## config.mk

```make
export PLATFORM = sky130hd
export DESIGN_NAME = filt_ctrl_flat
export DESIGN_NICKNAME = d
export VERILOG_FILES = /design/src/rtl/filt_pkg.sv /design/src/rtl/filt_ctrl_if.sv /design/src/rtl/filt_tag_sr.sv /design/src/rtl/filt_ctrl.sv /design/src/flat_wrapper.sv
export SDC_FILE = /design/constraint.sdc
export NUM_CORES = 1
export LEC_CHECK = 0
export BUFFER_PORTS_ARGS = -buffer_cell sky130_fd_sc_hd__clkbuf_2
export CAP_MARGIN = 20
export CORE_UTILIZATION = 45
export DETAILED_ROUTE_END_ITERATION = 6
export PLACE_DENSITY = 0.74
export REMOVE_ABC_BUFFERS = 1
export SLEW_MARGIN = 20
export SYNTH_ARGS = -nofsm -noshare
export SYNTH_HDL_FRONTEND = slang
export SYNTH_SLANG_ARGS = --single-unit
```

## constraint.sdc

```tcl
create_clock -name clk -period 1.4 [get_ports clk]
set_input_delay 0.21 -clock clk [delete_from_list [all_inputs] [get_ports clk]]
set_output_delay 0.21 -clock clk [all_outputs]
set_load 0.01 [all_outputs]
```

## src/rtl/filt_pkg.sv

```systemverilog
// Shared defaults, controller state encoding and in-flight tag layout for the FIR controller.
package filt_pkg;

  localparam int unsigned NTAPS_DEF    = 15;
  localparam int unsigned DW_DEF       = 20;
  localparam int unsigned YW_DEF       = 40;
  localparam int unsigned FILT_LAT_DEF = 3;

  typedef enum logic [1:0] {
    StRun,
    StSwap,
    StFlush
  } state_e;

  typedef struct packed {
    logic valid;
    logic is_flush;
  } tag_t;

endpackage

```

## src/rtl/filt_ctrl_if.sv

```systemverilog
// Source, configuration, datapath and sink signals of filt_ctrl.
// The slave modport is the controller side; master is the surrounding environment.
interface filt_ctrl_if import filt_pkg::*; #(
  parameter int unsigned NTAPS = NTAPS_DEF,
  parameter int unsigned DW    = DW_DEF,
  parameter int unsigned YW    = YW_DEF
);
  logic                   s_pushin;
  logic signed [DW-1:0]   s_x;
  logic                   s_stop;
  logic                   cfg_we;
  logic [3:0]             cfg_addr;
  logic signed [DW-1:0]   cfg_data;
  logic                   cfg_commit;
  logic                   cfg_busy;
  logic                   f_pushin;
  logic signed [DW-1:0]   f_x;
  logic [NTAPS*DW-1:0]    f_coef;
  logic                   f_pushout;
  logic signed [YW-1:0]   f_y;
  logic                   m_pushout;
  logic signed [YW-1:0]   m_y;
  logic                   err;

  modport slave (
    input  s_pushin, s_x, cfg_we, cfg_addr, cfg_data, cfg_commit, f_pushout, f_y,
    output s_stop, cfg_busy, f_pushin, f_x, f_coef, m_pushout, m_y, err
  );

  modport master (
    output s_pushin, s_x, cfg_we, cfg_addr, cfg_data, cfg_commit, f_pushout, f_y,
    input  s_stop, cfg_busy, f_pushin, f_x, f_coef, m_pushout, m_y, err
  );
endinterface

```

## src/rtl/filt_tag_sr.sv

```systemverilog
// Shift register of {valid, is_flush} tags, one stage per datapath latency cycle.
module filt_tag_sr import filt_pkg::*; #(
  parameter int unsigned FILT_LAT = FILT_LAT_DEF
) (
  input  logic clk,
  input  logic reset,
  input  tag_t tag_i,
  output tag_t head_o
);

  tag_t sr_q [FILT_LAT];

  always_ff @(posedge clk or negedge reset) begin
    if (!reset) begin
      for (int i = 0; i < FILT_LAT; i++) sr_q[i] <= '0;
    end else begin
      sr_q[0] <= tag_i;
      for (int i = 1; i < FILT_LAT; i++) sr_q[i] <= sr_q[i-1];
    end
  end

  assign head_o = sr_q[FILT_LAT-1];

endmodule

```

## src/rtl/filt_ctrl.sv

```systemverilog
// FIR datapath controller: shadow/active coefficient banks, commit swap and result gating.
// Define FILT_CTRL_FLUSH_EN to push NTAPS zero samples after each swap.
module filt_ctrl import filt_pkg::*; #(
  parameter int unsigned NTAPS    = NTAPS_DEF,
  parameter int unsigned DW       = DW_DEF,
  parameter int unsigned YW       = YW_DEF,
  parameter int unsigned FILT_LAT = FILT_LAT_DEF
) (
  input logic        clk,
  input logic        reset,
  filt_ctrl_if.slave bus
);

  localparam int unsigned CW = ($clog2(NTAPS) > 0) ? $clog2(NTAPS) : 1;

  state_e               state_q, state_d;
  logic [CW-1:0]        cnt_q, cnt_d;
  logic signed [DW-1:0] shadow_q [NTAPS];
  logic signed [DW-1:0] active_q [NTAPS];
  logic                 f_pushin_q, f_pushin_d;
  logic signed [DW-1:0] f_x_q, f_x_d;
  logic                 flush_q, flush_d;
  logic                 m_pushout_q, m_pushout_d;
  logic signed [YW-1:0] m_y_q;
  logic                 err_q, err_d;
  logic                 stop;
  logic                 swap_en;
  tag_t                 head;

  always_comb begin
    state_d    = state_q;
    cnt_d      = cnt_q;
    f_pushin_d = 1'b0;
    f_x_d      = '0;
    flush_d    = 1'b0;
    swap_en    = 1'b0;
    stop       = 1'b1;
    unique case (state_q)
      StRun: begin
        // Stall already in the commit cycle so no sample slips past the swap.
        stop       = bus.cfg_commit;
        f_pushin_d = bus.s_pushin & ~bus.cfg_commit;
        f_x_d      = bus.s_x;
        if (bus.cfg_commit) state_d = StSwap;
      end
      StSwap: begin
        swap_en = 1'b1;
`ifdef FILT_CTRL_FLUSH_EN
        state_d = StFlush;
        cnt_d   = CW'(NTAPS - 1);
`else
        state_d = StRun;
`endif
      end
      StFlush: begin
        f_pushin_d = 1'b1;
        flush_d    = 1'b1;
        if (cnt_q == '0) state_d = StRun;
        else             cnt_d   = cnt_q - 1'b1;
      end
      default: state_d = StRun;
    endcase

    m_pushout_d = bus.f_pushout & head.valid & ~head.is_flush;
    err_d       = err_q | (bus.s_pushin & stop) | (bus.f_pushout ^ head.valid);
  end

  always_ff @(posedge clk or negedge reset) begin
    if (!reset) begin
      state_q     <= StRun;
      cnt_q       <= '0;
      f_pushin_q  <= 1'b0;
      f_x_q       <= '0;
      flush_q     <= 1'b0;
      m_pushout_q <= 1'b0;
      m_y_q       <= '0;
      err_q       <= 1'b0;
    end else begin
      state_q     <= state_d;
      cnt_q       <= cnt_d;
      f_pushin_q  <= f_pushin_d;
      f_x_q       <= f_x_d;
      flush_q     <= flush_d;
      m_pushout_q <= m_pushout_d;
      if (m_pushout_d) m_y_q <= bus.f_y;
      err_q       <= err_d;
    end
  end

  // A write in the commit cycle lands in shadow before SWAP copies it.
  always_ff @(posedge clk or negedge reset) begin
    if (!reset) begin
      for (int k = 0; k < NTAPS; k++) begin
        shadow_q[k] <= '0;
        active_q[k] <= '0;
      end
    end else begin
      if (bus.cfg_we && (32'(bus.cfg_addr) < NTAPS)) shadow_q[bus.cfg_addr] <= bus.cfg_data;
      if (swap_en) active_q <= shadow_q;
    end
  end

  filt_tag_sr #(
    .FILT_LAT (FILT_LAT)
  ) u_tag_sr (
    .clk    (clk),
    .reset  (reset),
    .tag_i  ('{valid: f_pushin_q, is_flush: flush_q}),
    .head_o (head)
  );

  for (genvar k = 0; k < NTAPS; k++) begin : g_coef
    assign bus.f_coef[DW*k +: DW] = active_q[k];
  end

  assign bus.s_stop    = reset & stop;
  assign bus.cfg_busy  = reset & stop;
  assign bus.f_pushin  = f_pushin_q;
  assign bus.f_x       = f_x_q;
  assign bus.m_pushout = m_pushout_q;
  assign bus.m_y       = m_y_q;
  assign bus.err       = err_q;

endmodule

```

## src/flat_wrapper.sv

```systemverilog
// flat-port wrapper written by rule: the top's interface ports become plain ports
module filt_ctrl_flat import filt_pkg::*;
#(
  parameter int unsigned NTAPS    = NTAPS_DEF,
  parameter int unsigned DW       = DW_DEF,
  parameter int unsigned YW       = YW_DEF,
  parameter int unsigned FILT_LAT = FILT_LAT_DEF
)
  (clk, reset, bus_s_pushin, bus_s_x, bus_cfg_we, bus_cfg_addr, bus_cfg_data, bus_cfg_commit, bus_f_pushout, bus_f_y, bus_s_stop, bus_cfg_busy, bus_f_pushin, bus_f_x, bus_f_coef, bus_m_pushout, bus_m_y, bus_err);
  filt_ctrl_if #(.NTAPS(NTAPS), .DW(DW), .YW(YW)) bus_i ();
  input logic clk;
  input logic reset;
  input wire logic [$bits(bus_i.s_pushin)-1:0] bus_s_pushin;
  input wire logic [$bits(bus_i.s_x)-1:0] bus_s_x;
  input wire logic [$bits(bus_i.cfg_we)-1:0] bus_cfg_we;
  input wire logic [$bits(bus_i.cfg_addr)-1:0] bus_cfg_addr;
  input wire logic [$bits(bus_i.cfg_data)-1:0] bus_cfg_data;
  input wire logic [$bits(bus_i.cfg_commit)-1:0] bus_cfg_commit;
  input wire logic [$bits(bus_i.f_pushout)-1:0] bus_f_pushout;
  input wire logic [$bits(bus_i.f_y)-1:0] bus_f_y;
  output wire logic [$bits(bus_i.s_stop)-1:0] bus_s_stop;
  output wire logic [$bits(bus_i.cfg_busy)-1:0] bus_cfg_busy;
  output wire logic [$bits(bus_i.f_pushin)-1:0] bus_f_pushin;
  output wire logic [$bits(bus_i.f_x)-1:0] bus_f_x;
  output wire logic [$bits(bus_i.f_coef)-1:0] bus_f_coef;
  output wire logic [$bits(bus_i.m_pushout)-1:0] bus_m_pushout;
  output wire logic [$bits(bus_i.m_y)-1:0] bus_m_y;
  output wire logic [$bits(bus_i.err)-1:0] bus_err;
  assign bus_i.s_pushin = bus_s_pushin;
  assign bus_i.s_x = bus_s_x;
  assign bus_i.cfg_we = bus_cfg_we;
  assign bus_i.cfg_addr = bus_cfg_addr;
  assign bus_i.cfg_data = bus_cfg_data;
  assign bus_i.cfg_commit = bus_cfg_commit;
  assign bus_i.f_pushout = bus_f_pushout;
  assign bus_i.f_y = bus_f_y;
  assign bus_s_stop = bus_i.s_stop;
  assign bus_cfg_busy = bus_i.cfg_busy;
  assign bus_f_pushin = bus_i.f_pushin;
  assign bus_f_x = bus_i.f_x;
  assign bus_f_coef = bus_i.f_coef;
  assign bus_m_pushout = bus_i.m_pushout;
  assign bus_m_y = bus_i.m_y;
  assign bus_err = bus_i.err;
  filt_ctrl #(.NTAPS(NTAPS), .DW(DW), .YW(YW), .FILT_LAT(FILT_LAT)) u_core (.clk(clk), .reset(reset), .bus(bus_i));
endmodule
```

After elaboration in Yosys (flattened, before gate mapping)

Cells that the tools add are included.
W data, S select, Z words.

Bits in registers: 676
Output and inout port bits: 365

Add/sub/neg operators: 1
Magnitude comparators: 3
Equal/unequal tests: 4
Mux-type cells: 11
Bitwise operators: 12
Reductions and logical operators: 6

Operator list:

| kind                  | number |
|---|---|
| $bwmux W300           | 1 |
| $demux W20 S4         | 1 |
| $mux W20              | 2 |
| $and A1 B1 Y1         | 5 |
| $ge A5 B5 Y1 const B  | 1 |
| $lt A5 B1 Y1 const B  | 1 |
| $not A4 Y5            | 1 |
| $logic_not A4 Y1      | 1 |
| $lt A4 B4 Y1 const B  | 1 |
| $mux W2               | 2 |
| $pmux W2 S2           | 1 |
| $reduce_and A2 Y1     | 2 |
| $sub A4 B1 Y4 const B | 1 |
| $mux W1               | 3 |
| $not A1 Y1            | 3 |
| $eq A2 B1 Y1 const B  | 1 |
| $eq A2 B2 Y1 const B  | 1 |
| $logic_and A1 B1 Y1   | 2 |
| $logic_not A2 Y1      | 1 |
| $ne A2 B1 Y1 const B  | 1 |
| $ne A2 B2 Y1 const B  | 1 |
| $or A1 B1 Y1          | 2 |
| $pmux W1 S2           | 1 |
| $xor A1 B1 Y1         | 1 |

Depth between registers and ports, before layout

Word-level depth: 6
Depth in mapped cells: 4
Gate-level depth less buffers: 3

Modules after synthesis

Synthesis repeated with hierarchy kept, for this count alone.

Cell total of the unflattened synthesis: 1458
Area, all modules: 24768.8 µm²

Modules (own cells, without submodules):

| module      | times used | cells each | area each (µm²) |
|---|---|---|---|
| filt_ctrl   | 1          | 1450       | 24603.6 |
| filt_tag_sr | 1          | 8          | 165.2 |

Worst setup path before layout

No wires, ideal clock.

Kind: register to register
Start: register u_core.state_q[0]
End: register u_core.active_q, in the netlist u_core.bus.f_coef[240]
Arrival time: 1.182 ns
Required time: 1.275 ns
Path slack: 0.094 ns
Cell stages (with the launch flop): 5
Path buffers: 3
Period minus slack after synthesis: 1.306 ns
Path through: dfrtp_1 > buf_2 > buf_2 > buf_2 > mux2_2

Longest elaborated chain between the ends: 2

RTL lines:

| item                   | RTL line        | text |
|---|---|---|
| from (decl)            | filt_ctrl.sv:16 | `state_e state_q, state_d;` |
| from (signal assigned) | filt_ctrl.sv:70 | `state_q <= StRun;` |
| from (signal assigned) | filt_ctrl.sv:79 | `state_q <= state_d;` |
| $eq A2 B1 Y1           | filt_ctrl.sv:38 | `unique case (state_q)` |
| $mux W1                | filt_ctrl.sv:38 |  |
| to (signal assigned)   | filt_ctrl.sv:99 | `if (swap_en) active_q <= shadow_q;` |
| to (decl)              | filt_ctrl.sv:19 | `logic signed [DW-1:0] active_q [NTAPS];` |

No other way between the ends.
A chain may end at the register's enable or synchronous reset.

Worst setup path after layout

Start: register u_core.state_q[0]
End: output bus_cfg_busy

Longest elaborated chain between the ends: 3

RTL lines:

| item             | RTL line           | text |
|---|---|---|
| $logic_not A2 Y1 | filt_ctrl.sv:38    |  |
| $mux W1          | filt_ctrl.sv:38    |  |
| $and A1 B1 Y1    | filt_ctrl.sv:117   | `assign bus.cfg_busy = reset & stop;` |
| to (decl)        | flat_wrapper.sv:22 | `output wire logic [$bits(bus_i.cfg_busy)-1:0] bus_cfg_busy;` |

No other way between the ends.

==> impl_metrics.env <==
export IMPL_fmaxAchievable_mhz=566
export IMPL_yosys_area_top_type="dfrtp_1"
export IMPL_drc=0
export IMPL_fin_crit_ps=1770
export IMPL_gp_congestion=0.750
export IMPL_wl_per_cell_um=23.4
export IMPL_path_clk_slew_ps=60
export IMPL_dpl_hpwl_um=43500
export IMPL_rrSetupSlack_ps=-310
export IMPL_ys_types=23
export IMPL_synth_top_cell_area_share_pct=66.9
export IMPL_core_area_sq_mm=0.0542
export IMPL_drive_above_1_share_pct=63.5
export IMPL_syn_instance_count=1448
export IMPL_die_x_um=237
export IMPL_critPathKind="reg -> out"
export IMPL_hold_ws_ps=-162
export IMPL_layout_setup_ws_ps=-367
export IMPL_required_ps=1190
export IMPL_start_util_pct=46.0
export IMPL_placement_rows=85
export IMPL_relSlewSlack_pct=50.3
export IMPL_drtIter0Drc=697
export IMPL_crit_path_end="bus_cfg_busy"
export IMPL_setup_tns_ps=-67610
export IMPL_grt_max_degree=74
export IMPL_setup_violations_final=270
export IMPL_grt_use_total_pct=23.7
export IMPL_antenna_found_initial=2
export IMPL_die_h_um=237
export IMPL_regToRegEndpoint="u_core.bus.f_coef[276]"
export IMPL_worstPathMaxFanout=2
export IMPL_finalMaxSlewViolations=0
export IMPL_worstPathArrival_ps=1560
export IMPL_cts_sinks=667
export IMPL_first_pass_iters=4
export IMPL_cts_htree_levels=3
export IMPL_cts_root_buf="clkbuf_16"
export IMPL_die_area_sq_mm=0.0564
export IMPL_portBuffers=454
export IMPL_via_count=14500
export IMPL_viasPerCell=5.16
export IMPL_synth_area_leaders="dfrtp_1 67%, mux2_2 27%, mux2_4 2.4%"
export IMPL_pin_count=455
export IMPL_r2r_cells=6
export IMPL_routed_wl_um=65800
export IMPL_hold_path_class="in -> reg"
export IMPL_syn_area_sq_mm=0.0249
export IMPL_r2r_start="u_core.state_q[0]"
export IMPL_grt_pass1_wl_um=99400
export IMPL_cap_violations=0
export IMPL_endpoint_kind="primary output"
export IMPL_crit_path_start="u_core.state_q[0]"
export IMPL_nets=2164
export IMPL_grt_pass1_vias=15900
export IMPL_grt_setup_unrepaired="yes"
export IMPL_cts_tree="yes"
export IMPL_power_density_mw_per_mm2=1800
export IMPL_clk_latency_ps=600
export IMPL_ys_ff_latch=667
export IMPL_yosysWarnings=0
export IMPL_clock_skew_final_ps=27.3
export IMPL_worst_slew_pin_slew_ps=748
export IMPL_synth_seq_area_share_pct=66.9
export IMPL_area_growth_syn_to_layout_pct=30.0
export IMPL_finalHoldViolations=3
export IMPL_syn_area_per_cell_sq_um=17.2
export IMPL_cts_buffers=69
export IMPL_cp_start_kind="flop"
export IMPL_grt_ovfl_total=0
export IMPL_p_leak_nw=15.5
export IMPL_ant_nets=0
export IMPL_period_share_pct=126
export IMPL_violations="negative hold slack, negative setup slack"
export IMPL_vdd_ir_drop_max_mv=1.17
export IMPL_outcome="finished, violations left"
export IMPL_hold_buffers=62
export IMPL_clk_path_buf_depth=3
-- metrics by stage --
| step | total power, mW | instances | util [%] | cell area [sq um] | setup WS (ps) |
|---|---|---|---|---|---|
| detailed placement | 39.9 | 2603 | 53.3 | 28900 | -206 |
| CTS | 58.7 | 2810 | 59.6 | 32300 | -403 |
| global route | 60.9 | 2817 | 59.8 | 32400 | -422 |
| finish | 58.2 | 2818 | 59.8 | 32400 | -367 |
| global placement | 39.3 | 2603 | 53.3 | 28900 | -187 |
| floorplan | 33.6 | 1357 | - | 24400 | -6290 |
-- how the worst min path moves through the flow --
| stage | start | to | slack, ps | cells past startpoint |
|---|---|---|---|---|
| 2_1_floorplan | reset | u_core.bus.err | -90 | 0 |
| 4_1_cts | bus_cfg_commit | u_core.bus.f_pushin | -210 | 2 |
| 3_5_place_dp | reset | u_core.bus.f_coef[45] | 330 | 2 |
| 6_report | bus_cfg_commit | u_core.bus.f_pushin | -160 | 2 |
| 5_1_grt | bus_cfg_commit | u_core.bus.f_pushin | -170 | 2 |
| 3_3_place_gp | reset | u_core.bus.f_coef[145] | 310 | 2 |
-- cell families after synthesis --
family,Yosys count,share of synthesized area (%)
multiplexers,640,29.5
adder cells (fa/ha/maj),1,0.0502
AO/OA/AOI/OAI,2,0.0502
flip-flops,667,66.9
buffers and inverters,91,2.21
AND/OR/NAND/NOR,47,1.24
-- layout by cell type (no fill, tap or decap), drive strengths merged --
cell type       n
and2b           1
buf           127
bufbuf          4
bufinv          5
clkbuf        550
clkinv         11
clkinvlp        1
dfrtp         667
diode           1
dlygate4sd3    61
dlymetal6s4s    1
ha              1
inv             4
mux2          640
nand2           3
nand2b          5
nand3           1
nand3b          4
nor2           10
nor2b          21
nor3b           2
o21a            1
o21ai           1
-- cell type report --
type / instances / area (sq um)
repair buffers: 645 / 4840
clock buffers: 98 / 1980
fillers: 4022 / 21800
clock inverters: 21 / 263
well taps: 696 / 871
flip-flops and latches: 667 / 16700
diodes: 1 / 2.50
multi-input cells: 690 / 7770
-- state kept, by name (all words and copies together) (netlist names) --
register / count
u_core.bus.err: 1
u_core.bus.f_coef: 300
u_core.bus.f_pushin: 1
u_core.bus.f_x: 20
u_core.bus.m_pushout: 1
u_core.bus.m_y: 40
u_core.shadow_q: 300
u_core.state_q: 1
u_core.u_tag_sr.head_o: 1
u_core.u_tag_sr.sr_q: 2
-- power by group --
| group | internal, mW | switching, mW |
|---|---|---|
| Combinational | 6.78 | 5.70 |
| Clock | 10.8 | 7.43 |
| Sequential | 24.4 | 3.14 |
-- worst max-delay path, cell delays in order (launching register included) --
cell and delay (ps):
dfrtp_4 500, buf_12 130, o21a_1 190, clkbuf_2 130
-- per-layer routing --
metal	share of wire (%)	GRT usage [%]
met5	0.038	0
met4	2.2	6.37
met3	6.2	6.46
met2	50	39.5
met1	42	30.5
-- synthesized netlist by cell type --
cell type	n
mux2_2	597
nand3b_1	2
dfrtp_1	667
nor2b_1	21
nor3b_1	1
nand3b_2	2
nand2_1	3
mux2_1	3
nand2b_1	3
buf_2	38
buf_4	19
mux2_4	40
nand2b_4	2
and2b_1	1
nor2_1	9
nor2_4	1
clkbuf_1	22
ha_1	1
buf_6	12
nand3_1	1
nor3b_4	1
o21ai_0	1
o21a_1	1
-- repair_timing --
item,in CTS,in global routing
buffers inserted,16,7
hold endpoints to repair,318,3
gates cloned,10,0
setup endpoints to repair,152,575
gates resized for setup,27,11
pin swaps,1,0
Note: power is estimated with default switching activity, not from simulation.
